===== src/rtl/pipereg_skid.sv =====
`default_nettype none
// +------------------------------------------------------------------------+
// | pipereg_skid: generic pipeline stage register with a 2-entry skid buffer |
// | Rev 1.0 - initial release                                                |
// +------------------------------------------------------------------------+
module pipereg_skid #(
  parameter int DATA_W = 96,
  parameter int CTRL_W = 16,
  parameter int CNT_W  = 16
) (
  input  logic              clk,
  input  logic              nrst,
  input  logic              flush,
  input  logic              in_valid,
  input  logic [DATA_W-1:0] in_data,
  input  logic [CTRL_W-1:0] in_ctrl,
  output logic              in_ready,
  output logic              out_valid,
  output logic [DATA_W-1:0] out_data,
  output logic [CTRL_W-1:0] out_ctrl,
  input  logic              out_ready,
  output logic [1:0]        occupancy,
  output logic [CNT_W-1:0]  stall_cnt,
  output logic [CNT_W-1:0]  drop_cnt
);

  typedef enum logic [1:0] {
    EMPTY = 2'd0,
    FULL  = 2'd1,
    SKID  = 2'd2
  } state_t;

  localparam logic [CNT_W-1:0] CNT_MAX = '1;

  state_t              state, state_next;
  logic [DATA_W-1:0]   main_data, main_data_next;
  logic [CTRL_W-1:0]   main_ctrl, main_ctrl_next;
  logic [DATA_W-1:0]   skid_data, skid_data_next;
  logic [CTRL_W-1:0]   skid_ctrl, skid_ctrl_next;
  logic [CNT_W-1:0]    stall_q, stall_next;
  logic [CNT_W-1:0]    drop_q, drop_next;

  logic                in_xfer;
  logic                out_xfer;
  logic [1:0]          drop_inc;
  logic [CNT_W:0]      drop_sum;

  // Every output is decoded from registers only, so out_ready never ripples upstream.
  assign in_ready  = (state != SKID);
  assign out_valid = (state != EMPTY);
  assign occupancy = (state == SKID) ? 2'd2 : ((state == FULL) ? 2'd1 : 2'd0);
  assign out_data  = main_data;
  assign out_ctrl  = out_valid ? main_ctrl : '0;
  assign stall_cnt = stall_q;
  assign drop_cnt  = drop_q;

  assign in_xfer  = in_valid & in_ready;
  assign out_xfer = out_valid & out_ready;

  // An entry consumed downstream in the flush cycle is not counted as dropped.
  assign drop_inc = occupancy - {1'b0, out_xfer};
  assign drop_sum = {1'b0, drop_q} + {{(CNT_W-1){1'b0}}, drop_inc};

  always_comb begin
    state_next     = state;
    main_data_next = main_data;
    main_ctrl_next = main_ctrl;
    skid_data_next = skid_data;
    skid_ctrl_next = skid_ctrl;
    stall_next     = stall_q;
    drop_next      = drop_q;

    if (out_valid && !out_ready && (stall_q != CNT_MAX)) begin
      stall_next = stall_q + {{(CNT_W-1){1'b0}}, 1'b1};
    end

    if (flush) begin
      state_next     = EMPTY;
      main_data_next = '0;
      main_ctrl_next = '0;
      skid_data_next = '0;
      skid_ctrl_next = '0;
      drop_next      = drop_sum[CNT_W] ? CNT_MAX : drop_sum[CNT_W-1:0];
    end else begin
      case (state)
        EMPTY: begin
          if (in_xfer) begin
            main_data_next = in_data;
            main_ctrl_next = in_ctrl;
            state_next     = FULL;
          end
        end
        FULL: begin
          if (in_xfer && out_xfer) begin
            main_data_next = in_data;
            main_ctrl_next = in_ctrl;
          end else if (in_xfer) begin
            skid_data_next = in_data;
            skid_ctrl_next = in_ctrl;
            state_next     = SKID;
          end else if (out_xfer) begin
            // Drained bubble reads as a NOP.
            main_data_next = '0;
            main_ctrl_next = '0;
            state_next     = EMPTY;
          end
        end
        SKID: begin
          if (out_xfer) begin
            main_data_next = skid_data;
            main_ctrl_next = skid_ctrl;
            skid_data_next = '0;
            skid_ctrl_next = '0;
            state_next     = FULL;
          end
        end
        default: begin
          state_next     = EMPTY;
          main_data_next = '0;
          main_ctrl_next = '0;
          skid_data_next = '0;
          skid_ctrl_next = '0;
        end
      endcase
    end
  end

  always_ff @(posedge clk) begin
    if (!nrst) begin
      state     <= EMPTY;
      main_data <= '0;
      main_ctrl <= '0;
      skid_data <= '0;
      skid_ctrl <= '0;
      stall_q   <= '0;
      drop_q    <= '0;
    end else begin
      state     <= state_next;
      main_data <= main_data_next;
      main_ctrl <= main_ctrl_next;
      skid_data <= skid_data_next;
      skid_ctrl <= skid_ctrl_next;
      stall_q   <= stall_next;
      drop_q    <= drop_next;
    end
  end

endmodule
`default_nettype wire


===== config.mk =====
export PLATFORM = sky130hd
export DESIGN_NAME = pipereg_skid
export DESIGN_NICKNAME = d
export VERILOG_FILES = /design/src/rtl/pipereg_skid.sv
export SDC_FILE = /design/constraint.sdc
export NUM_CORES = 1
export LEC_CHECK = 0
export ABC_AREA = 1
export ABC_CLOCK_PERIOD_IN_PS = 4650
export BUFFER_PORTS_ARGS = -buffer_cell sky130_fd_sc_hd__buf_2
export CAP_MARGIN = 10
export CORE_ASPECT_RATIO = 0.6
export CORE_UTILIZATION = 61
export CTS_BUF_LIST = sky130_fd_sc_hd__clkbuf_4
export DETAILED_ROUTE_END_ITERATION = 16
export GPL_ROUTABILITY_DRIVEN = 0
export PLACE_DENSITY = 0.89
export REMOVE_ABC_BUFFERS = 1
export SETUP_SLACK_MARGIN = 0.3
export SLEW_MARGIN = 20
export SYNTH_ARGS = -nofsm -noshare
export SYNTH_HDL_FRONTEND = slang
export SYNTH_SLANG_ARGS = --single-unit

===== constraint.sdc =====
create_clock -name clk -period 4.65 [get_ports clk]
set_input_delay 0.465 -clock clk [delete_from_list [all_inputs] [get_ports clk]]
set_output_delay 0.465 -clock clk [all_outputs]
set_load 0.01 [all_outputs]

* Word level (Yosys, flattened, before mapping) *
Index checks and enable logic that the tools add are counted.

operators by class
  add/sub/neg operators = 3
  mux-type cells = 26
  bitwise gates (word level) = 4
  reduce and logical (&&, ||, !) cells = 10
  equality and inequality tests = 11

operators with widths
  kind                     number
  $mux W96                 6
  $pmux W96 S3             2
  $mux W16                 8
  $pmux W16 S3             2
  $add A16 B2 Y17          1
  $add A16 B1 Y16 const B  1
  $ne A16 B16 Y1 const B   1
  $mux W2                  6
  $reduce_and A4 Y1        3
  $ne A2 B2 Y1 const B     5
  $ne A3 B2 Y1 const B     2
  $pmux W2 S3              1
  $logic_and A1 B1 Y1      3
  $ne A3 B3 Y1 const B     1
  $and A1 B1 Y1            2
  $eq A2 B1 Y1 const B     1
  $eq A2 B2 Y1 const B     1
  $logic_not A2 Y1         1
  $not A1 Y1               2
  $reduce_bool A2 Y1       1
  $reduce_or A2 Y1         1
  $sub A2 B1 Y2            1
  $logic_not A1 Y1         1
  $mux W1                  1

storage, ports and cells
  flip-flop bits (word level) = 258
  word-level logic and storage cells = 61
  input port bits = 117
  output and inout bits = 148

* Longest topological paths before layout *
Gate-level depths: netlist of the first run.

  depth after elaboration = 6
  depth in mapped cells = 15
  gate-level depth less buffers = 14

* Worst setup path after synthesis of the first run *
OpenSTA, ideal clock, no wires.

  kind = register to register
  from = reg state[1]
  to = reg drop_q[9], in the netlist drop_cnt[9]
  cell stages (with the launch flop) = 15
  data arrival time = 2.690 ns
  data required time = 4.540 ns
  buffers on the path = 2
  setup time = 0.110 ns
  slack = 1.850 ns
  period minus slack after synthesis = 2.800 ns
  cells stage by stage = dfxtp_1 -> nor2_1 -> clkbuf_1 -> nor2_1 -> ha_1 -> inv_1 -> ha_1 -> fa_1 -> nand3_1 -> nor2_1 -> nand4_1 -> clkbuf_1 -> nand3_1 -> nand2_1 -> inv_1

between the ends
  word-level cells in the longest chain between the ends = 6
  elaborated cells on any way between the ends = 9
  those cells by class = add/sub: 2; eq/ne: 2; mux: 3; bitwise: 1; reduce/logical: 1

RTL lines
  what                    RTL line  text
  start, declared         35        state_t state, state_next;
  start signal, assigned  138       state <= state_next;
  $eq A2 B1 Y1            51        assign occupancy = (state == SKID) ? 2'd2 : ((state == FULL) ? 2'd1 : 2'd0);
  $mux W1                 51
  $mux W2                 51
  $sub A2 B1 Y2 (*)       61        assign drop_inc = occupancy - {1'b0, out_xfer};
  $add A16 B2 Y17 (*)     62        assign drop_sum = {1'b0, drop_q} + {{(CNT_W-1){1'b0}}, drop_inc};
  $mux W16 (*)            83        drop_next = drop_sum[CNT_W] ? CNT_MAX : drop_sum[CNT_W-1:0];
  end signal, assigned    144       drop_q <= drop_next;
  end, declared           41        logic [CNT_W-1:0] drop_q, drop_next;

Mark *: on every way between the ends. The rest lies on a longest branch, timed or not.
A chain may end at the register's enable or synchronous reset.

* Worst setup path in the final report of the first run *
  from = reg state[1]
  to = reg drop_q[11], in the netlist drop_cnt[11]

Same word-level chain as after synthesis.

==> flow_summary_export.csv, run 1 <==
group,metric,value,unit
run_status,outcome,"finished, final reports clean",
worst_hold_path,hold_path.class,"in2reg",
logic_synthesis,synth_area_leaders,"dfxtp_1 (44%), nand2_1 (23%), a21oi_1 (10%)",
job,maxCapViolCount,0,
die,start_util,0.637,
global_routing,grt_max_degree,143,
global_routing,globalRouteTotalUtil,0.333,
power,p_comb_frac,0.112,
logic_synthesis,yosysWarnings,0,
logic_synthesis,netlist_area,11800,µm²
worst_hold_path,min_path_cells,3,
worst_setup_path,rr_endpoint,"drop_cnt[11]",
worst_setup_path,cp_max_fo,26,
final_layout,layout.nets,2128,
die,die_w,181,µm
clocking,cts-resized-gates,0,
logic_synthesis,syn_area_per_cell,6.60,µm²
clocking,clockBufferDepth,3,
place,io_buffers,264,
power,sw_frac_of_total,0.278,
clocking,post_cts_buffers,0,
sta,tightest_slew,1090,ps
route,routed_wl,34.6,mm
die,fp-row-count,38,
final_layout,drive_gt1_frac,0.190,
die,coreArea,18500,µm²
worst_hold_path,holdPathEnd,"skid_data[66]",
clocking,cts_hold_buf,0,
worst_setup_path,required,5230,ps
clocking,root_buffer,"clkbuf_4",
global_routing,grt_pass1_wl,54.5,mm
worst_setup_path,startpoint_type,"flip-flop",
sta,slew_headroom,0.271,
die,boundaryPins,265,
sta,setup_tns,0,ps
logic_synthesis,synthFlopType,"dfxtp_1",
logic_synthesis,synth_top_area_cell,"dfxtp_1",
global_routing,grt_overflow_total,0,
global_routing,grt_pass1_vias,11300,
place,placed_cell_area,13000,µm²
route,first_pass_iters,8,
logic_synthesis,synth.ff_latch_count,258,
clocking,worstSkewPairLatency,650,ps
power,switching_power,1.27,mW
logic_synthesis,synthCells,1787,
sta,fmax,298,MHz
worst_hold_path,worstHoldStart,"in_data[66]",
route,ant_nets,0,
worst_setup_path,crit_arrival,3940,ps
sta,fin_crit_sh,0.722,
sta,rsz0062_at_grt,"no",
global_routing,antenna_found_initial,6,
sta,drv_slew,0,
clocking,cts_tree,"yes",
logic_synthesis,ys_seq_area_frac,0.438,
clocking,clock_sinks,258,
sta,min_period,3360,ps
logic_synthesis,yosysUniqueCellTypes,30,
power,p_clk_frac,0.388,
power,p_leak,5.84,nW
logic_synthesis,synth_top_area_share,0.438,
power,p_int,3.30,mW
place,place_hpwl,21.8,mm
logic_synthesis,synth_edf_count,0,
clocking,numCtsBuffers,59,
worst_setup_path,critical_path_class,"reg2reg",
sta,setup_violations,0,
die,die_area,19900,µm²
route,drc_errors,0,
final_layout,fin_util,0.746,
final_layout,postLayoutCellArea,13800,µm²
power,p_seq_frac,0.500,
worst_setup_path,regToRegStartpoint,"state[1]",
clocking,cts-htree-levels,2,
sta,timing.hold.ws,75.6,ps
clocking,path_clk_slew,80,ps
final_layout,syn_to_final_growth,17.0,%
power,ir_drop,0.000204,V
route,wire_per_inst,15.1,µm
sta,clock_skew,26.2,ps
route,viasPerCell,5.64,
route,first_iter_violations,1473,
route,vias,12900,
worst_setup_path,ff2ff_path_depth,12,
logic_synthesis,synth-async-reset-ratio,0,
sta,finalHoldViolCount,0,
die,die_h,110,µm
worst_setup_path,r2r_slack,1290,ps
worst_setup_path,cp-end-kind,"flip-flop",
power,powerDensity,331,nW/µm²
placed cells by master, fill, tap and decap left out, drive strengths merged:
cell type	synthesis	routed
ha	5	5
a211oi	1	1
xnor2	3	3
nand4	25	25
nor2	76	76
clkbuf	73	90
inv	86	85
and2	1	1
o21ai	96	96
diode	0	2
xor2	7	7
nand3	114	114
nand3b	1	1
clkinv	1	20
o22ai	1	1
nor3	22	22
fa	1	1
o21bai	2	2
or2	1	1
dfxtp	258	258
a21oi	245	245
nand2	715	715
a31oi	3	3
buf	50	280
through the flow:
step | power (mW) | instances | worst slack (ps)
3_5_place_dp | 2.83 | 2184 | 1390
5_1_grt | 4.75 | 2292 | 1050
3_3_place_gp | 2.82 | 2184 | 1570
2_1_floorplan | 2.62 | 1664 | -663
4_1_cts | 4.57 | 2292 | 1370
6_report | 4.57 | 2294 | 1290
area by class of cell:
cell class | count | area, µm²
Fill cell | 1533 | 4700
Sequential cell | 258 | 5160
Clock inverter | 18 | 68.8
Antenna cell | 2 | 5.00
Multi-Input combinational cell | 1319 | 5790
Clock buffer | 90 | 676
Inverter | 87 | 333
Tap cell | 240 | 300
Timing Repair Buffer | 280 | 1450
registers in the layout (all words and copies together), names as in the netlist:
register	count
drop_cnt	16
state	2
main_ctrl	16
skid_ctrl	16
out_data	96
stall_cnt	16
skid_data	96
kinds of logic (layout without fill, tap and decap cells):
kind of cell,Yosys count,in the layout,share of synthesized area
xor+xnor,10,10,0.00743
compound gates,348,348,0.149
fa+ha+maj,6,6,0.00700
other cells,0,2,0
flops,258,258,0.438
simple gates,955,955,0.325
buf+inv,210,475,0.0730
layer usage:
layer / global-route usage / part of all wire / up-vias
li1: - / - / 6226
met1: 0.450 / 0.43 / 5939
met2: 0.532 / 0.44 / 689
met3: 0.0762 / 0.10 / 72
met4: 0.110 / 0.021 / 8
met5: 0 / 0.0014 / -
how the worst max path moves through the flow:
| stage | start | endpoint | slack, ps | depth (start not counted) |
|---|---|---|---|---|
| floorplan | state[1] | main_ctrl[15] | -660 | 8 |
| global placement | state[1] | drop_cnt[9] | 1570 | 12 |
| detailed placement | state[1] | drop_cnt[11] | 1390 | 12 |
| CTS | state[1] | drop_cnt[11] | 1370 | 12 |
| global route | state[1] | drop_cnt[10] | 1050 | 11 |
| finish | state[1] | drop_cnt[11] | 1290 | 12 |
cells in the mapped netlist, types with 7 or more instances:
| cell type | n |
|---|---|
| nand2_1 | 712 |
| dfxtp_1 | 258 |
| a21oi_1 | 244 |
| nand3_1 | 114 |
| o21ai_0 | 95 |
| inv_1 | 80 |
| nor2_1 | 75 |
| clkbuf_1 | 73 |
| buf_2 | 37 |
| nand4_1 | 25 |
| nor3_1 | 22 |
| buf_4 | 7 |
| xor2_1 | 7 |
power groups by stage:
| stage | sequential, mW | clock (mW) | combinational [mW] |
|---|---|---|---|
| 2_1_floorplan | 2.35 | 0 | 0.270 |
| 3_3_place_gp | 2.33 | 0 | 0.491 |
| 3_5_place_dp | 2.34 | 0 | 0.498 |
| 4_1_cts | 2.28 | 1.79 | 0.501 |
| 5_1_grt | 2.29 | 1.91 | 0.558 |
| 6_report | 2.29 | 1.77 | 0.510 |
worst max-delay path, cell delays in order, from the launching register on:
cell and delay (ps):
dfxtp_1 360, nor2_4 600, nor2_1 140, ha_1 300, inv_1 50, ha_1 190, fa_1 250, nand3_1 120
nor2_1 350, nand4_1 530, nand3_1 250, nand2_1 90, inv_1 60
Power figures use the tool's default switching activity.
==> run 2: changes to the inputs <==
Settings changed: ABC_CLOCK_PERIOD_IN_PS 4650 to 2800, CORE_UTILIZATION 61 to 51, PLACE_DENSITY 0.89 to 0.79.
Clock period 4.65 ns to 2.8 ns, I/O delays scaled along.
==> flow_summary_export.csv, run 2 (synthesis gave the netlist of run 1 again) <==
group,metric,value,unit
clocking,worstSkewPairLatency,710,ps
die,die_area,23800,µm²
route,first_iter_violations,1202,
place,place_hpwl,22.3,mm
die,die_w,198,µm
die,fp-row-count,42,
final_layout,drive_gt1_frac,0.188,
clocking,numCtsBuffers,60,
sta,tightest_slew,883,ps
job,maxCapViolCount,0,
global_routing,antenna_found_initial,4,
die,coreArea,22300,µm²
sta,fin_crit_sh,0.848,
worst_hold_path,hold_path.class,"in2reg",
worst_setup_path,required,2520,ps
final_layout,final_common_cell,"nand2_1",
clocking,clockBufferDepth,3,
route,ant_nets,0,
clocking,root_buffer,"clkbuf_4",
run_status,outcome,"finished, final reports clean",
route,vias,13400,
worst_setup_path,startpoint_type,"flip-flop",
sta,timing.hold.ws,164,ps
global_routing,grt_overflow_total,0,
final_layout,postLayoutCellArea,15300,µm²
route,routed_wl,38.6,mm
route,viasPerCell,5.39,
sta,fmax,421,MHz
die,die_h,120,µm
sta,finalHoldViolCount,0,
route,wire_per_inst,15.5,µm
sta,rsz0062_at_grt,"no",
global_routing,grt_max_degree,88,
sta,min_period,2370,ps
final_layout,layout.nets,2261,
power,p_leak,6.43,nW
die,start_util,0.528,
route,drc_errors,0,
sta,setup_violations,0,
clocking,cts_tree,"yes",
place,placed_cell_area,13300,µm²
final_layout,final_cell_mix,"nand2_1 (712), buf_2 (264), dfxtp_1 (256), a21oi_1 (244), dlygate4sd3_1 (118)",
place,io_buffers,264,
place,dp_cells,2263,
worst_setup_path,crit_arrival,2090,ps
sta,drv_slew,0,
global_routing,grt_pass1_wl,62.4,mm
clocking,clock_sinks,258,
final_layout,fin_util,0.684,
worst_setup_path,critical_path_class,"reg2out",
global_routing,grt_pass1_vias,12800,
final_layout,nFillCells,1870,
clocking,path_clk_slew,80,ps
power,powerDensity,508,nW/µm²
worst_setup_path,cp-end-kind,"output pin",
power,total_power,7.77,mW
final_layout,stdcell_count,2491,
sta,clock_skew,23.9,ps
die,boundaryPins,265,
global_routing,globalRouteTotalUtil,0.321,
worst_setup_path,cp_max_fo,59,
sta,slew_headroom,0.410,
clocking,cts-htree-levels,2,
route,first_pass_iters,6,
final_layout,syn_to_final_growth,29.7,%
power,ir_drop,0.000314,V
run 2: cell count changes in the layout (fill, tap and decap cells not counted), moves of 3 or more:
cell           change
clkinv_1           -5
buf_12             +6
dlygate4sd3_1    +118
clkbuf_4          -10
buf_4              +3
buf_6              +3
clkinv_2           +6
run 2: worst paths after layout:
path | start | end | slack [ps] | cells after the start
max | state[1] | occupancy[0] | 430 | 6
min | in_valid | state[0] | 160 | 4
max reg2reg | state[0] | drop_cnt[10] | 440 | 14
min reg2reg | out_data[33] | out_data[33] | 460 | 2
run 2: through the flow:
step           setup slack, ps  TNS, ps
2_1_floorplan            -2510  -347970
3_3_place_gp               244        0
3_5_place_dp               105        0
4_1_cts                    191        0
5_1_grt                    273        0
6_report                   426        0
run 2: metal layers:
metal	GRT usage	part of all wire	vias up
met1	0.421	0.42	6165
met4	0.119	0.026	0
met5	0	0	-
met2	0.517	0.45	675
met3	0.0711	0.098	97
li1	-	-	6494
run 2: final cells by class:
| type | instances | area (µm²) | share of cell area |
|---|---|---|---|
| clock buffer | 80 | 601 | 0.0393 |
| timing repair buffer | 412 | 2840 | 0.186 |
| sequential | 258 | 5170 | 0.338 |
| inverter | 87 | 339 | 0.0222 |
| multi-input combinational | 1319 | 5820 | 0.381 |
| tap | 308 | 385 | 0.0252 |
| antenna | 4 | 10.0 | 0.000655 |
| clock inverter | 23 | 123 | 0.00802 |
run 2: power breakdown:
group	internal, mW	switching [mW]	total [mW]
sequential	3.75	0.0471	3.80
clock	1.42	1.53	2.95
combinational	0.392	0.632	1.02
run 2: timing repair:
action                                  CTS  global route
hold buffers                            118             0
setup buffers                             2             1
pin swaps                                 1             2
endpoints found under the hold margin   212             0
gates resized for setup                   4            16
endpoints found under the setup margin   40            91
run 2: critical path, cell delays in order (launching register included):
cell	delay (ps)
dfxtp_2	350
inv_2	70
nand2_2	60
buf_6	200
inv_2	100
buf_8	360
buf_2	210
==> run 3: changes to the inputs <==
Settings changed: ABC_CLOCK_PERIOD_IN_PS 2800 to 2300, CORE_UTILIZATION 51 to 56, PLACE_DENSITY 0.79 to 0.82.
Clock period 2.8 ns to 2.3 ns, I/O delays scaled along.
==> flow_summary_export.csv, run 3 (synthesis gave the netlist of run 1 again) <==
group,metric,value,unit
final_layout,layout.nets,2307,
final_layout,final_common_cell,"nand2_1",
worst_setup_path,ff2ff_path_depth,14,
clocking,clockBufferDepth,3,
worst_setup_path,crit_chain,"nor2_4 -> nor2_4 -> ha_4 -> inv_2 -> ha_4 -> buf_4 -> buf_4 -> buf_4 -> nand3_1 -> nand2_2 -> buf_4 -> nand3_1 -> xor2_1 -> a21oi_1",
sta,rsz0062_at_grt,"yes",
run_status,outcome,"finished, final reports clean",
die,boundaryPins,265,
worst_setup_path,startpoint_type,"flip-flop",
worst_setup_path,required,2880,ps
final_layout,syn_to_final_growth,36.8,%
global_routing,grt_pass1_vias,13100,
sta,fin_crit_sh,0.941,
die,fp-row-count,40,
route,first_pass_iters,6,
global_routing,grt_pass1_wl,64.6,mm
global_routing,antenna_found_initial,1,
sta,fmax,462,MHz
sta,timing.hold.ws,341,ps
die,die_h,114,µm
sta,slew_headroom,0.662,
power,p_clk_frac,0.368,
clocking,worstSkewPairLatency,700,ps
sta,min_period,2160,ps
die,start_util,0.580,
worst_setup_path,crit_arrival,2750,ps
clocking,cts_tree,"yes",
clocking,path_clk_slew,70,ps
clocking,cts-htree-levels,2,
route,first_iter_violations,1630,
sta,setup_tns,0,ps
sta,setup_violations,0,
global_routing,grt_overflow_total,0,
power,p_leak,6.86,nW
job,maxCapViolCount,0,
route,drc_errors,0,
place,place_hpwl,22.6,mm
worst_setup_path,crit_path_max_incr_delay,370,ps
route,ant_nets,0,
sta,setup_ws,136,ps
power,p_comb_frac,0.152,
worst_hold_path,min_path_cells,4,
power,p_int,6.87,mW
global_routing,grt_max_degree,91,
final_layout,fin_util,0.794,
worst_setup_path,crit_slowest_cell,"dfxtp_4",
place,io_buffers,264,
die,die_w,189,µm
route,vias,14100,
power,sw_frac_of_total,0.286,
final_layout,final_cell_mix,"nand2_1 (708), buf_2 (263), dfxtp_1 (256), a21oi_1 (239), dlygate4sd3_1 (116)",
route,viasPerCell,5.66,
worst_setup_path,cp-end-kind,"flip-flop",
sta,tightest_slew,508,ps
die,coreArea,20300,µm²
place,pre_cts_slack,-70.2,ps
route,routed_wl,42.5,mm
power,switching_power,2.76,mW
global_routing,globalRouteTotalUtil,0.367,
power,total_power,9.63,mW
power,ir_drop,0.000487,V
final_layout,drive_gt1_frac,0.216,
worst_setup_path,critical_path_class,"reg2reg",
sta,drv_slew,0,
route,wire_per_inst,17.0,µm
sta,finalHoldViolCount,0,
power,p_seq_frac,0.480,
clocking,root_buffer,"clkbuf_4",
worst_setup_path,cp_max_fo,3,
die,die_area,21700,µm²
worst_hold_path,hold_path.class,"in2reg",
worst_setup_path,cpMostUsedCell,"buf_4",
clocking,clock_sinks,258,
sta,clock_skew,37.4,ps
clocking,numCtsBuffers,59,
power,powerDensity,597,nW/µm²
==> run 3: layer usage <==
metal,up-vias,routed length (µm),GRT usage
met3,114,4890,0.0849
met1,6491,17200,0.480
met2,925,19300,0.593
li1,6597,-,-
met5,-,0,0
met4,0,1090,0.140
==> run 3: metrics by stage <==
| step | instances | cell area [µm²] |
|---|---|---|
| finish | 2498 | 16100 |
| global route | 2498 | 16100 |
| CTS | 2477 | 15700 |
| detailed placement | 2245 | 13500 |
| global placement | 2245 | 13500 |
| floorplan | 1664 | 11300 |
==> run 3: repair_timing <==
action / in CTS / in global routing
resized for setup: 37 / 43
pin swaps: 16 / 11
setup endpoints to repair: 251 / 235
hold endpoints to repair: 225 / 0
setup buffers: 9 / 15
hold buffers: 116 / 0
cloned: 6 / 5
==> run 3: final cells by class <==
cell class                 instances  area, µm²
timing repair buffer             456       3540
sequential                       258       5170
multi-input combinational       1321       6000
clock buffer                      86        646
antenna                            1       2.50
clock inverter                    15       56.3
tap                              273        342
inverter                          87        360
timing repair inverter             1       8.76
fill                            1405       4190
==> run 3: power groups by stage <==
stage	clock (mW)	combinational, mW	sequential [mW]
final	3.54	1.47	4.62
after global routing	3.82	1.57	4.63
after CTS	3.54	1.33	4.62
after detailed placement	0	1.08	4.72
after global placement	0	1.06	4.72
after floorplan	0	0.547	4.75
==> run 3: path summary, 6_finish.rpt <==
path	start	end	slack [ps]
worst max-delay path	state[1]	drop_cnt[5]	140
worst min-delay path	in_data[16]	skid_data[16]	340
worst max register to register	state[1]	drop_cnt[5]	140
worst min register to register	out_data[57]	out_data[57]	460
==> run 3: worst max-delay path, delay by kind of cell (launching register included) <==
| kind | cells | cell delay (ps) |
|---|---|---|
| xor gates and xnor gates | 1 | 150 |
| adders and majority gates | 2 | 420 |
| and+or+nand+nor | 5 | 460 |
| buffers and inverters | 5 | 580 |
| DFF | 1 | 370 |
| AOI/OAI and AO/OA | 1 | 80 |
